==> config.mk <==
export PLATFORM = sky130hd
export DESIGN_NAME = bcd2bin_arbiter_flat
export DESIGN_NICKNAME = d
export VERILOG_FILES = /design/src/rtl/bcd2bin_arbiter_pkg.sv /design/src/rtl/bcd2bin_arbiter_if.sv /design/src/rtl/bcd2bin_rr_pick.sv /design/src/rtl/bcd2bin_arbiter.sv /design/src/flat_wrapper.sv
export SDC_FILE = /design/constraint.sdc
export NUM_CORES = 1
export LEC_CHECK = 0
export ABC_AREA = 1
export CAP_MARGIN = 10
export CORE_MARGIN = 2
export CORE_UTILIZATION = 40
export DETAILED_ROUTE_END_ITERATION = 16
export PLACE_DENSITY = 0.83
export SYNTH_ARGS = -nofsm -noshare
export SYNTH_HDL_FRONTEND = slang
export SYNTH_HIERARCHICAL = 1
export SYNTH_SLANG_ARGS = --single-unit
==> constraint.sdc <==
create_clock -name clk -period 2.1 [get_ports clk]
set_input_delay 0.63 -clock clk [delete_from_list [all_inputs] [get_ports clk]]
set_output_delay 0.63 -clock clk [all_outputs]
set_load 0.005 [all_outputs]
==> src/rtl/bcd2bin_arbiter_pkg.sv <==
// Shared types and constants for the round-robin BCD-to-binary converter arbiter.
package bcd2bin_arbiter_pkg;
  localparam int unsigned BCD_MAX = 9;
  localparam int unsigned BIN_W   = 7;
  localparam int unsigned DIG_W   = 4;

  typedef enum logic [1:0] {
    S_IDLE  = 2'd0,
    S_ISSUE = 2'd1,
    S_WAIT  = 2'd2,
    S_RESP  = 2'd3
  } state_t;

  function automatic logic digit_ok(input logic [DIG_W-1:0] d);
    return d <= DIG_W'(BCD_MAX);
  endfunction
endpackage

==> src/rtl/bcd2bin_arbiter_if.sv <==
// Requester and converter signal bundle; slave = arbiter, master = surrounding logic.
interface bcd2bin_arbiter_if #(parameter int unsigned NREQ = 4);
  import bcd2bin_arbiter_pkg::*;

  logic [NREQ-1:0]   req;
  logic [NREQ*8-1:0] req_bcd;
  logic [NREQ-1:0]   ack;
  logic [BIN_W-1:0]  resp_bin;
  logic              resp_err;
  logic              busy;
  logic              conv_start;
  logic [DIG_W-1:0]  conv_bcd1;
  logic [DIG_W-1:0]  conv_bcd0;
  logic              conv_ready;
  logic              conv_done_tick;
  logic [BIN_W-1:0]  conv_bin;

  modport slave (
    input  req, req_bcd, conv_ready, conv_done_tick, conv_bin,
    output ack, resp_bin, resp_err, busy, conv_start, conv_bcd1, conv_bcd0
  );

  modport master (
    output req, req_bcd, conv_ready, conv_done_tick, conv_bin,
    input  ack, resp_bin, resp_err, busy, conv_start, conv_bcd1, conv_bcd0
  );
endinterface

==> src/rtl/bcd2bin_rr_pick.sv <==
// Combinational round-robin picker: first asserted request after ptr, wrapping.
module bcd2bin_rr_pick #(
  parameter int unsigned NREQ = 4,
  localparam int unsigned PW  = $clog2(NREQ)
) (
  input  logic [NREQ-1:0] req,
  input  logic [PW-1:0]   ptr,
  output logic [PW-1:0]   grant,
  output logic            any_req
);
  logic [PW-1:0] idx;

  always_comb begin
    grant   = '0;
    any_req = 1'b0;
    idx     = '0;
    for (int unsigned k = 1; k <= NREQ; k++) begin
      idx = PW'((32'(ptr) + k) % NREQ);
      if (!any_req && req[idx]) begin
        any_req = 1'b1;
        grant   = idx;
      end
    end
  end
endmodule

==> src/rtl/bcd2bin_arbiter.sv <==
// Shares one BCD-to-binary converter among NREQ requesters with round-robin grant,
// start/done sequencing, a WAIT watchdog and a one-cycle ack back to the winner.
module bcd2bin_arbiter
  import bcd2bin_arbiter_pkg::*;
#(
  parameter int unsigned NREQ    = 4,
  parameter int unsigned TIMEOUT = 31
) (
  input  logic             clk,
  input  logic             reset_n,
  bcd2bin_arbiter_if.slave bus
);
  localparam int unsigned PW = $clog2(NREQ);
  localparam int unsigned TW = $clog2(TIMEOUT + 1);

  state_t           state, state_n;
  logic [PW-1:0]    ptr, ptr_n, gnt, gnt_n, pick;
  logic             any_req;
  logic [DIG_W-1:0] bcd1, bcd1_n, bcd0, bcd0_n;
  logic [BIN_W-1:0] res_bin, res_bin_n;
  logic             res_err, res_err_n;
  logic [TW-1:0]    wd, wd_n;
  logic             start;
  logic [7:0]       sel_bcd;
  logic [NREQ-1:0]  ack_vec;

  bcd2bin_rr_pick #(.NREQ(NREQ)) u_pick (
    .req     (bus.req),
    .ptr     (ptr),
    .grant   (pick),
    .any_req (any_req)
  );

  assign sel_bcd = bus.req_bcd[{pick, 3'b000} +: 8];

  always_ff @(posedge clk or negedge reset_n) begin
    if (!reset_n) begin
      state   <= S_IDLE;
      ptr     <= PW'(NREQ - 1);
      gnt     <= '0;
      bcd1    <= '0;
      bcd0    <= '0;
      res_bin <= '0;
      res_err <= 1'b0;
      wd      <= '0;
    end else begin
      state   <= state_n;
      ptr     <= ptr_n;
      gnt     <= gnt_n;
      bcd1    <= bcd1_n;
      bcd0    <= bcd0_n;
      res_bin <= res_bin_n;
      res_err <= res_err_n;
      wd      <= wd_n;
    end
  end

  always_comb begin
    state_n   = state;
    ptr_n     = ptr;
    gnt_n     = gnt;
    bcd1_n    = bcd1;
    bcd0_n    = bcd0;
    res_bin_n = res_bin;
    res_err_n = res_err;
    wd_n      = wd;
    start     = 1'b0;
    unique case (state)
      S_IDLE: begin
        if (any_req) begin
          gnt_n     = pick;
          bcd1_n    = sel_bcd[7:4];
          bcd0_n    = sel_bcd[3:0];
          res_bin_n = '0;
          if (!digit_ok(sel_bcd[7:4]) || !digit_ok(sel_bcd[3:0])) begin
            res_err_n = 1'b1;
            state_n   = S_RESP;
          end else begin
            res_err_n = 1'b0;
            state_n   = S_ISSUE;
          end
        end
      end
      S_ISSUE: begin
        if (bus.conv_ready) begin
          start   = 1'b1;
          wd_n    = '0;
          state_n = S_WAIT;
        end
      end
      S_WAIT: begin
        // Done wins over a watchdog expiry landing in the same cycle.
        if (bus.conv_done_tick) begin
          res_bin_n = bus.conv_bin;
          res_err_n = 1'b0;
          state_n   = S_RESP;
        end else if (wd == TW'(TIMEOUT)) begin
          res_bin_n = '0;
          res_err_n = 1'b1;
          state_n   = S_RESP;
        end else begin
          wd_n = wd + TW'(1);
        end
      end
      S_RESP: begin
        ptr_n   = gnt;
        state_n = S_IDLE;
      end
      default: state_n = S_IDLE;
    endcase
  end

  always_comb begin
    ack_vec = '0;
    if (state == S_RESP) ack_vec[gnt] = 1'b1;
  end

  assign bus.ack        = ack_vec;
  assign bus.resp_bin   = (state == S_RESP) ? res_bin : '0;
  assign bus.resp_err   = (state == S_RESP) ? res_err : 1'b0;
  assign bus.busy       = (state != S_IDLE);
  assign bus.conv_start = start;
  assign bus.conv_bcd1  = bcd1;
  assign bus.conv_bcd0  = bcd0;
endmodule

==> src/flat_wrapper.sv <==
// flat-port wrapper written by rule: the top's interface ports become plain ports
module bcd2bin_arbiter_flat import bcd2bin_arbiter_pkg::*;
#(
  parameter int unsigned NREQ    = 4,
  parameter int unsigned TIMEOUT = 31
)
  (clk, reset_n, bus_req, bus_req_bcd, bus_conv_ready, bus_conv_done_tick, bus_conv_bin, bus_ack, bus_resp_bin, bus_resp_err, bus_busy, bus_conv_start, bus_conv_bcd1, bus_conv_bcd0);
  bcd2bin_arbiter_if #(.NREQ(NREQ)) bus_i ();
  input  logic clk;
  input  logic reset_n;
  input wire logic [$bits(bus_i.req)-1:0] bus_req;
  input wire logic [$bits(bus_i.req_bcd)-1:0] bus_req_bcd;
  input wire logic [$bits(bus_i.conv_ready)-1:0] bus_conv_ready;
  input wire logic [$bits(bus_i.conv_done_tick)-1:0] bus_conv_done_tick;
  input wire logic [$bits(bus_i.conv_bin)-1:0] bus_conv_bin;
  output wire logic [$bits(bus_i.ack)-1:0] bus_ack;
  output wire logic [$bits(bus_i.resp_bin)-1:0] bus_resp_bin;
  output wire logic [$bits(bus_i.resp_err)-1:0] bus_resp_err;
  output wire logic [$bits(bus_i.busy)-1:0] bus_busy;
  output wire logic [$bits(bus_i.conv_start)-1:0] bus_conv_start;
  output wire logic [$bits(bus_i.conv_bcd1)-1:0] bus_conv_bcd1;
  output wire logic [$bits(bus_i.conv_bcd0)-1:0] bus_conv_bcd0;
  assign bus_i.req = bus_req;
  assign bus_i.req_bcd = bus_req_bcd;
  assign bus_i.conv_ready = bus_conv_ready;
  assign bus_i.conv_done_tick = bus_conv_done_tick;
  assign bus_i.conv_bin = bus_conv_bin;
  assign bus_ack = bus_i.ack;
  assign bus_resp_bin = bus_i.resp_bin;
  assign bus_resp_err = bus_i.resp_err;
  assign bus_busy = bus_i.busy;
  assign bus_conv_start = bus_i.conv_start;
  assign bus_conv_bcd1 = bus_i.conv_bcd1;
  assign bus_conv_bcd0 = bus_i.conv_bcd0;
  bcd2bin_arbiter #(.NREQ(NREQ), .TIMEOUT(TIMEOUT)) u_core (.clk(clk), .reset_n(reset_n), .bus(bus_i));
endmodule
Word-level counts from Yosys, hierarchy flattened

Cells that the tools add are included.

Input port bits: 47
Bits in registers: 27
Logic and storage cells: 91

Muxes and demuxes: 42
Order comparisons: 8
Shifts and indexed selects: 1
Reductions and logical operators: 18
Equal/unequal tests: 9
$add $sub $neg: 5

Operators by type and width:

| kind                  | number |
|---|---|
| $shiftx A32 B6 Y8     | 1 |
| $mux W7               | 4 |
| $mux W2               | 9 |
| $mux W1               | 16 |
| $lt A2 B3 Y1 const B  | 5 |
| $mux W5               | 3 |
| $pmux W7 S2           | 1 |
| $pmux W5 S2           | 1 |
| $bmux W1 S2           | 4 |
| $le A4 B4 Y1 const B  | 2 |
| $pmux W2 S4           | 1 |
| $ne A2 B2 Y1 const B  | 3 |
| $reduce_and A3 Y1     | 2 |
| $reduce_bool A2 Y1    | 3 |
| $add A5 B1 Y5 const B | 1 |
| $eq A5 B5 Y1 const B  | 1 |
| $logic_not A1 Y1      | 5 |
| $add A2 B1 Y2 const B | 2 |
| $add A2 B2 Y2 const B | 2 |
| $eq A2 B2 Y1 const B  | 2 |
| $logic_and A1 B1 Y1   | 4 |
| $mux W4               | 1 |
| $reduce_and A4 Y1     | 1 |
| $ne A3 B2 Y1 const B  | 1 |
| other kinds (8)       | 8 |

Depth between registers and ports, before layout

Gate-level depths: netlist of the first run.

Depth in word-level cells: 20
Mapped depth: 17
Gate-level depth less buffers: 17

Hierarchy

The synthesis of the first run kept the hierarchy.

By module, submodules not included:

| module          | times used | cells an instance | sequential area each (um2) | area each (um2) |
|---|---|---|---|---|
| bcd2bin_arbiter | 1          | 223               | 678.2                      | 1614.0 |
| bcd2bin_rr_pick | 1          | 52                | 0.0                        | 271.5 |

Worst setup path after synthesis of the first run

Ideal clock, no wire load.

Path type: reg2reg
Start point: reg u_core.ptr[0]
End point: reg u_core.state[1]
Required time: 1.984 ns
Period minus slack after synthesis: 2.123 ns
Slack: -0.023 ns
Data arrival time: 2.006 ns
Path buffers: 2
Stages on the path, launching flop included: 18
Setup time: 0.116 ns
Path through: dfstp_2 -> buf_4 -> nand2_1 -> nand2_1 -> nand2_4 -> nand2_4 -> nor2_1 -> a21oi_1 -> nand3_1 -> inv_2 -> buf_6 -> nand2_1 -> o211ai_2 -> nand2_1 -> nand2_1 -> nand3_1 -> nand2_1 -> nand2_1

Longest elaborated chain between the ends: 20

Ends and longest elaborated chain:

| element                       | RTL line                  | RTL |
|---|---|---|
| start: declaration            | bcd2bin_arbiter.sv:17     | `logic [PW-1:0] ptr, ptr_n, gnt, gnt_n, pick;` |
| start signal: assignment      | bcd2bin_arbiter.sv:39     | `ptr <= PW'(NREQ - 1);` |
| start signal: assignment      | bcd2bin_arbiter.sv:48     | `ptr <= ptr_n;` |
| $add A2 B1 Y2                 | bcd2bin_rr_pick.sv:18     | `idx = PW'((32'(ptr) + k) % NREQ);` |
| $bmux W1 S2                   | bcd2bin_rr_pick.sv:19     | `if (!any_req && req[idx]) begin` |
| $mux W1 (implied by the code) | bcd2bin_rr_pick.sv:19     |  |
| $mux W1                       | bcd2bin_rr_pick.sv:19     |  |
| $logic_not A1 Y1              | bcd2bin_rr_pick.sv:19     |  |
| $logic_and A1 B1 Y1           | bcd2bin_rr_pick.sv:19     |  |
| $mux W1                       | bcd2bin_rr_pick.sv:19     |  |
| $logic_not A1 Y1              | bcd2bin_rr_pick.sv:19     |  |
| (+5 left out)                 | --                        |  |
| named net u_core.pick[0]      | bcd2bin_arbiter.sv:17     |  |
| $shiftx A32 B6 Y8 (*)         | bcd2bin_arbiter.sv:34     | `assign sel_bcd = bus.req_bcd[{pick, 3'b000} +: 8];` |
| $le A4 B4 Y1                  | bcd2bin_arbiter_pkg.sv:15 | `return d <= DIG_W'(BCD_MAX);` |
| $logic_not A1 Y1              | bcd2bin_arbiter.sv:75     | `if (!digit_ok(sel_bcd[7:4]) \|\| !digit_ok(sel_bcd[3:0])) begin` |
| $logic_or A1 B1 Y1 (*)        | bcd2bin_arbiter.sv:75     |  |
| $mux W2 (*)                   | bcd2bin_arbiter.sv:75     |  |
| $mux W2 (*)                   | bcd2bin_arbiter.sv:70     | `if (any_req) begin` |
| $pmux W2 S4 (*)               | bcd2bin_arbiter.sv:68     | `unique case (state)` |
| end signal: assignment        | bcd2bin_arbiter.sv:47     | `state <= state_n;` |
| end: declaration              | bcd2bin_arbiter.sv:16     | `state_t state, state_n;` |

The timed path passes the listed nets; every way through them passes the cells marked *. The select of a mux whose other input is x is not followed.
A chain may end at the register's enable or synchronous reset.

Worst setup path after layout of the first run

Ends and elaborated chain as after synthesis.

==> results.txt, run 1 <==
----------------------------------------------------
[Clocking]
  Maximum clock insertion buffer count ... 2
  Total clock buffers created by CTS ... 3
  Hold-fix buffer count after cts ... 0
  CTS root buffer ... clkbuf_8
  Number of levels the H-tree was split into ... 1
  Register clock-pin slew on the reported worst setup and hold paths ... 0.09 ns
  Latest clock arrival within the worst-skew pair ... 0.27 ns
  Clock tree from TritonCTS ... yes
  TritonCTS Sinks ... 27

[Critical path]
  Endpoint required time on the critical path ... 2.27 ns
  Standard cell with the maximum stage delay on the critical path ... dfstp_2
  Gate family responsible for the most delay along the worst path ... simple AND/OR/NAND/NOR gates
  Number of buffers and inverters on the critical path ... 4
  Setup Crit Path Kind ... reg2reg
  Largest driver fanout on the critical path ... 8
  Critical Path Start Type ... flop
  Max incr delay on CP ... 0.60 ns
  Cell occurring most often along the worst timing path ... nand2_1
  Nature of the critical path endpoint ... flop
  Cell Chain, Critical Path ... buf_12 > nand2_4 > nand2_4 > nand3_1 > nand2_2 > inv_1 > nand3_1 > nand3_2 > buf_6 > buf_6 > nand2_2 > nand3_2 > nand2_1 > nand2_1 > nand2_2 > nand3_1 > nand2_1 > nand2_1
  Critical Path AT ... 2.47 ns

[Logic synthesis]
  Syn Nets ... 329
  Synthesized area ... 1890 sq um
  Count of warnings emitted by yosys ... 6
  Synthesized flop and latch total ... 27
  Number of distinct standard cells referenced by the synthesized netlist ... 26
  Most area-consuming cells after synthesis ... dfrtp_1 (33%), nand2_1 (22%), nand3_1 (6.9%), o21ai_0 (5.8%), inv_1 (5.2%)
  Mean cell area of the mapped netlist ... 6.86 sq um
  Share of the yosys chip area belonging to registers ... 0.360
  Largest area contributor in the netlist ... dfrtp_1
  Top cell type's share of synthesized area ... 0.332
  Number of instances in the synthesized netlist ... 275

[Routing]
  Per-cell via count in the routed design ... 4.99
  Number of remaining DRC errors ... 0
  Final ANT Viol Nets ... 0
  Detailed Routing Iterations Pass 1 ... 4
  Total length of routed wires ... 5670 microns
  WL per Instance ... 13.1 microns
  Detailed-route via count ... 2154
  1st-iter DRT viols ... 66

[Global routing]
  Number of antenna violations at the first check in global routing ... 0
  Wire length of the first global-routing pass ... 8910 microns
  Via count of the first global-routing pass ... 2140
  Pin count of the biggest net entering global routing ... 28
  Remaining global-route overflow ... 0
  Global-route usage over all layers ... 0.210

[Min path]
  Worst min-delay path class ... reg2reg

[Place]
  Setup slack at placement ... -0.571 ns
  Input/output buffers ... 68
  Final estimated routing congestion in global placement ... 0.834
  DP Area ... 2800 sq um
  Half-perimeter wire length of the detailed placement result ... 3990 microns

[Layout]
  Final instance area ... 3220 sq um
  Antenna cells ... 0
  Layout cells sized above 1 ... 0.287
  Synth-to-layout area growth ... 70.9%
  Number of nets in the final layout ... 435
  Filler instances ... 329

[Outcome]
  Failing checks ... negative setup slack
  Status ... finished, violations left

[Power and ir drop]
  Power density of the placed cells ... 1740 nW/um^2
  Static power due to leakage ... 1.63 nW
  Post-route total power ... 5.62 mW
  Worst ir drop on vdd ... 1100 uV

[STA]
  Max-slew violation total from the final report ... 0
  Final critical delay including setup and external delays ... 2.29 ns
  Worst slew margin relative to its limit ... 0.770
  Fmax achieved ... 436 MHz
  Fin worst setup slack ... -0.194 ns
  Clock skew after layout ... 0.00316 ns
  Final Setup Violations ... 6
  Final hold violations ... 0
  Final worst-path cycle share ... 1.09
  Worst slew pin tran ... 0.345 ns
  Setup repair after global routing missed its margin ... true

[Floorplan]
  Floorplan row count ... 24
  Die outline area ... 5280 sq um
  Floorplan die width ... 72.7 microns
  Initial Util ... 0.424
  Die height ... 72.7 microns
  Floorplan core area ... 4440 sq um
  # IOs ... 69

[Flow run]
  Max Cap Viol ... 0

----------------------------------------------------
==> cells by family (layout without fill, tap and decap cells) <==
group,Yosys count,in the layout,synth area share
XOR/XNOR,1,1,0.00465
flip-flops,27,27,0.360
AO/OA/AOI/OAI,37,37,0.119
AND/OR/NAND/NOR,165,165,0.376
buffers and inverters,38,143,0.0936
adder cells (fa/ha/maj),7,7,0.0464
==> state kept, by name, summed over array words and instances (netlist names) <==
name / count
u_core/bus.conv_bcd0: 4
u_core/bus.conv_bcd1: 4
u_core/gnt: 2
u_core/ptr: 2
u_core/res_bin: 7
u_core/res_err: 1
u_core/state: 2
u_core/wd: 5
==> where the power goes <==
| part | switching (mW) | total [mW] | internal [mW] |
|---|---|---|---|
| Combinational | 2.33 | 4.39 | 2.06 |
| Clock | 0.160 | 0.296 | 0.136 |
| Sequential | 0.178 | 0.940 | 0.763 |
| Total | 2.67 | 5.62 | 2.96 |
==> per-layer routing <==
| metal | vias up | wire length [microns] | GRT usage |
|---|---|---|---|
| li1 | 1087 | - | - |
| met1 | 1002 | 2270 | 0.233 |
| met2 | 53 | 3130 | 0.399 |
| met3 | 12 | 140 | 0.0290 |
| met4 | 0 | 121 | 0.0844 |
| met5 | - | 0 | 0 |
==> cells in the final DEF (no fill, tap or decap), drive strengths merged <==
| cell type | count |
|---|---|
| o211ai | 3 |
| dlygate4sd2 | 10 |
| nand3 | 26 |
| clkbuf | 4 |
| a31oi | 1 |
| a21oi | 4 |
| buf | 41 |
| o21a | 3 |
| inv | 30 |
| o21ai | 23 |
| nor2 | 17 |
| clkdlybuf4s15 | 8 |
| nor3 | 1 |
| ha | 7 |
| or2 | 1 |
| o22ai | 2 |
| xor2 | 1 |
| nand4 | 3 |
| dfstp | 2 |
| a21boi | 1 |
| nand2 | 117 |
| clkdlybuf4s50 | 50 |
| dfrtp | 25 |
==> through the flow <==
step	util	std cells	hold WS, ns	setup TNS [ns]
6_report	0.725	432	0.494	-0.805
5_1_grt	0.725	432	0.512	-2.03
4_1_cts	0.679	430	0.497	-0.636
3_5_place_dp	0.629	415	0.470	-8.46
3_3_place_gp	0.629	415	0.467	-7.61
2_1_floorplan	-	275	0.334	0
==> worst min-delay path, stage by stage, from the launching register on <==
cell and delay [ns]:
dfrtp_1 0.35, nand2_1 0.05, o21ai_0 0.06
==> synth_stat cells, drive strengths merged <==
library cell / count
a21boi: 1
a21oi: 4
a31oi: 1
buf: 6
clkbuf: 2
dfrtp: 25
dfstp: 2
ha: 7
inv: 30
nand2: 117
nand3: 26
nand4: 3
nor2: 17
nor3: 1
o211ai: 3
o21a: 3
o21ai: 23
o22ai: 2
or2: 1
xor2: 1
==> final timing paths <==
path	from	to	slack [ns]	cells after the start
setup / recovery	u_core/ptr[0]$_DFFE_PN1P_	u_core/state[1]$_DFFE_PN0P_	-0.19	18
hold / removal	u_core/res_bin[5]$_DFFE_PN0P_	u_core/res_bin[5]$_DFFE_PN0P_	0.49	2
setup reg to reg	u_core/ptr[0]$_DFFE_PN1P_	u_core/state[1]$_DFFE_PN0P_	-0.19	18
hold reg to reg	u_core/res_bin[5]$_DFFE_PN0P_	u_core/res_bin[5]$_DFFE_PN0P_	0.49	2
max in group asynchronous	reset_n	u_core/ptr[0]$_DFFE_PN1P_	1.08	2
min in group asynchronous	reset_n	u_core/res_bin[0]$_DFFE_PN0P_	0.72	2
==> repair_timing <==
action / 4_1_cts / 5_1_grt
setup buffers: 11 / 2
pin swaps: 27 / 10
resized for setup: 58 / 58
endpoints found under the setup margin: 32 / 28
==> area by class of cell <==
type	instances	area [sq um]	share of cell area
Multi-Input combinational cell	210	1280	0.396
Inverter	30	128	0.0396
Clock buffer	4	45.0	0.0140
Timing Repair Buffer	109	1030	0.320
Sequential cell	27	678	0.210
Tap cell	52	65.1	0.0202
(Power assumes the default switching activity.)
==> run 2: changes to the inputs <==
--- a/config.mk
+++ b/config.mk
@@ -8,9 +8,9 @@
 export ABC_AREA = 1
 export CAP_MARGIN = 10
 export CORE_MARGIN = 2
-export CORE_UTILIZATION = 40
+export CORE_UTILIZATION = 35
 export DETAILED_ROUTE_END_ITERATION = 16
-export PLACE_DENSITY = 0.83
+export PLACE_DENSITY = 0.75
 export SYNTH_ARGS = -nofsm -noshare
 export SYNTH_HDL_FRONTEND = slang
 export SYNTH_HIERARCHICAL = 1
==> results.txt, run 2 (same netlist as run 1, synthesis figures left out) <==
----------------------------------------------------
[STA]
  Worst slew pin tran ... 0.343 ns
  Final critical delay including setup and external delays ... 2.31 ns
  Final Setup Violations ... 17
  Final hold violations ... 0
  Hold slack ... 0.491 ns
  Fin worst setup slack ... -0.207 ns
  Max-slew violation total from the final report ... 0
  Clock skew after layout ... 0.00776 ns
  Fmax achieved ... 433 MHz
  Setup repair after global routing missed its margin ... true
  Final worst-path cycle share ... 1.10
  Worst slew margin relative to its limit ... 0.771
  Final total negative setup slack ... -1.99 ns

[Place]
  DP Area ... 2830 sq um
  Final estimated routing congestion in global placement ... 0.793
  Input/output buffers ... 68
  Cell count after placement ... 434
  Half-perimeter wire length of the detailed placement result ... 4030 microns

[Floorplan]
  Initial Util ... 0.367
  Floorplan core area ... 5140 sq um
  Floorplan die width ... 77.4 microns
  Die outline area ... 5990 sq um
  Die height ... 77.4 microns
  # IOs ... 69
  Floorplan row count ... 26

[Critical path]
  Critical Path Start Type ... flop
  Critical Path AT ... 2.47 ns
  Number of cell instances on the worst register-to-register path ... 17
  Setup Crit Path Kind ... reg2reg
  Capture instance of the worst register-to-register path ... u_core/res_err$_DFFE_PN0P_
  Largest driver fanout on the critical path ... 8
  FF-to-FF setup slack ... -0.21 ns
  Endpoint required time on the critical path ... 2.27 ns
  RR Startpoint ... u_core/ptr[0]$_DFFE_PN1P_
  Nature of the critical path endpoint ... flop

[Clocking]
  Latest clock arrival within the worst-skew pair ... 0.27 ns
  Total clock buffers created by CTS ... 3
  Maximum clock insertion buffer count ... 2
  Number of levels the H-tree was split into ... 1
  TritonCTS Sinks ... 27
  Register clock-pin slew on the reported worst setup and hold paths ... 0.10 ns
  Clock tree from TritonCTS ... yes
  CTS root buffer ... clkbuf_8

[Power and ir drop]
  Power density of the placed cells ... 1920 nW/um^2
  Fraction of power consumed by combinational cells ... 0.812
  Clock share of power ... 0.045
  Worst ir drop on vdd ... 1120 uV
  Sw frac ... 0.473
  Internal Power ... 3.44 mW
  Sequential power share ... 0.143
  Static power due to leakage ... 1.75 nW
  Sw power ... 3.09 mW

[Routing]
  Final ANT Viol Nets ... 0
  Per-cell via count in the routed design ... 4.81
  Routed length on met2 ... 3610 microns
  WL per Instance ... 14.0 microns
  Detailed Routing Iterations Pass 1 ... 4
  1st-iter DRT viols ... 66
  Total length of routed wires ... 6490 microns
  Uppermost layer routed ... met4
  Detailed-route via count ... 2234
  DRT met1 WL ... 2560 microns
  Met3 Wirelength ... 176 microns
  Number of remaining DRC errors ... 0

[Global routing]
  Number of antenna violations at the first check in global routing ... 0
  Remaining global-route overflow ... 0
  Pin count of the biggest net entering global routing ... 28
  Wire length of the first global-routing pass ... 9760 microns
  Global-route usage over all layers ... 0.198
  Via count of the first global-routing pass ... 2216

[Layout]
  Filler instances ... 438
  Largest regs ... u_core/res_bin (7), u_core/wd (5)
  Final core utilization ... 0.663
  Final instance area ... 3410 sq um
  Number of nets in the final layout ... 449
  Synth-to-layout area growth ... 80.8%
  Number of cells in the finished layout apart from fillers ... 464
  Number of flip-flops in the largest register ... 7
  Antenna cells ... 0
  Largest register by flop count ... u_core/res_bin
  Most common cell after layout, fill and taps aside ... nand2_1
  Layout cells sized above 1 ... 0.350
  Most used cells in the layout excluding fill and tap cells ... nand2_1 (76), clkdlybuf4s50_1 (49), buf_4 (42)

[Min path]
  Startpoint of the tightest hold check path ... u_core/res_bin[1]$_DFFE_PN0P_
  Worst min-delay path class ... reg2reg
  Hold-critical path endpoint ... u_core/res_bin[1]$_DFFE_PN0P_
  Count of cells along the worst hold path ... 2

[Outcome]
  Failing checks ... negative setup slack
  Status ... finished, violations left

[Flow run]
  Max Cap Viol ... 0

----------------------------------------------------
==> run 2: final cells by class <==
class	count	area, sq um	area share
tap	70	87.6	0.0257
timing repair buffer	122	1130	0.331
sequential	27	678	0.199
multi-input combinational	210	1330	0.390
timing repair inverter	1	11.3	0.00330
clock buffer	3	41.3	0.0121
clock inverter	1	5.00	0.00147
inverter	30	125	0.0367
==> run 2: worst max-delay path: stages, from the launching register on <==
cell and delay, ns:
dfstp_2 0.59, inv_4 0.08, buf_4 0.15, nand2_2 0.09, nand3_1 0.12, nand2_1 0.11
nand4_1 0.15, nand3_4 0.18, buf_12 0.13, inv_8 0.04, nand2_1 0.06, nand2_1 0.07
nand2_1 0.08, o21ai_2 0.07, nand2_2 0.07, nand3_2 0.07, nand2_1 0.08, nand2_1 0.06
==> run 2: power groups by stage <==
| stage | sequential (mW) | clock [mW] | combinational, mW |
|---|---|---|---|
| finish | 0.936 | 0.294 | 5.30 |
| CTS | 0.936 | 0.303 | 4.22 |
| floorplan | 0.899 | 0 | 2.10 |
| global route | 0.963 | 0.325 | 5.71 |
| global placement | 0.916 | 0 | 3.25 |
| detailed placement | 0.924 | 0 | 3.35 |
==> run 2: worst max path at each step <==
stage / start / endpoint / slack, ns / cells after the start
after detailed placement: bus_req[3] / u_core/res_err$_DFFE_PN0P_ / -0.64 / 16
after global routing: u_core/ptr[0]$_DFFE_PN1P_ / u_core/state[1]$_DFFE_PN0P_ / -0.34 / 17
final: u_core/ptr[0]$_DFFE_PN1P_ / u_core/res_err$_DFFE_PN0P_ / -0.21 / 17
after floorplan: u_core/ptr[0]$_DFFE_PN1P_ / u_core/state[1]$_DFFE_PN0P_ / 0.003 / 17
after global placement: bus_req[3] / u_core/res_err$_DFFE_PN0P_ / -0.52 / 17
after CTS: u_core/ptr[0]$_DFFE_PN1P_ / u_core/res_err$_DFFE_PN0P_ / -0.13 / 16
==> run 2: layer usage <==
| layer | GRT usage | up-vias |
|---|---|---|
| li1 | - | 1114 |
| met1 | 0.229 | 1058 |
| met2 | 0.386 | 48 |
| met3 | 0.0233 | 14 |
| met4 | 0.0411 | 0 |
| met5 | 0 | - |
==> run 2: stage by stage <==
stage	total power, mW	setup slack (ns)
2_1_floorplan	3.00	0.00261
3_3_place_gp	4.17	-0.516
3_5_place_dp	4.27	-0.637
4_1_cts	5.46	-0.133
5_1_grt	7.00	-0.337
6_report	6.53	-0.207
==> run 2: what timing repair did <==
action	in CTS	in global routing
hold buffers	0	0
pin swaps	32	18
endpoints found under the setup margin	33	23
setup buffers	12	11
resized for setup	87	41
cloned	2	1
hold endpoints to repair	0	0
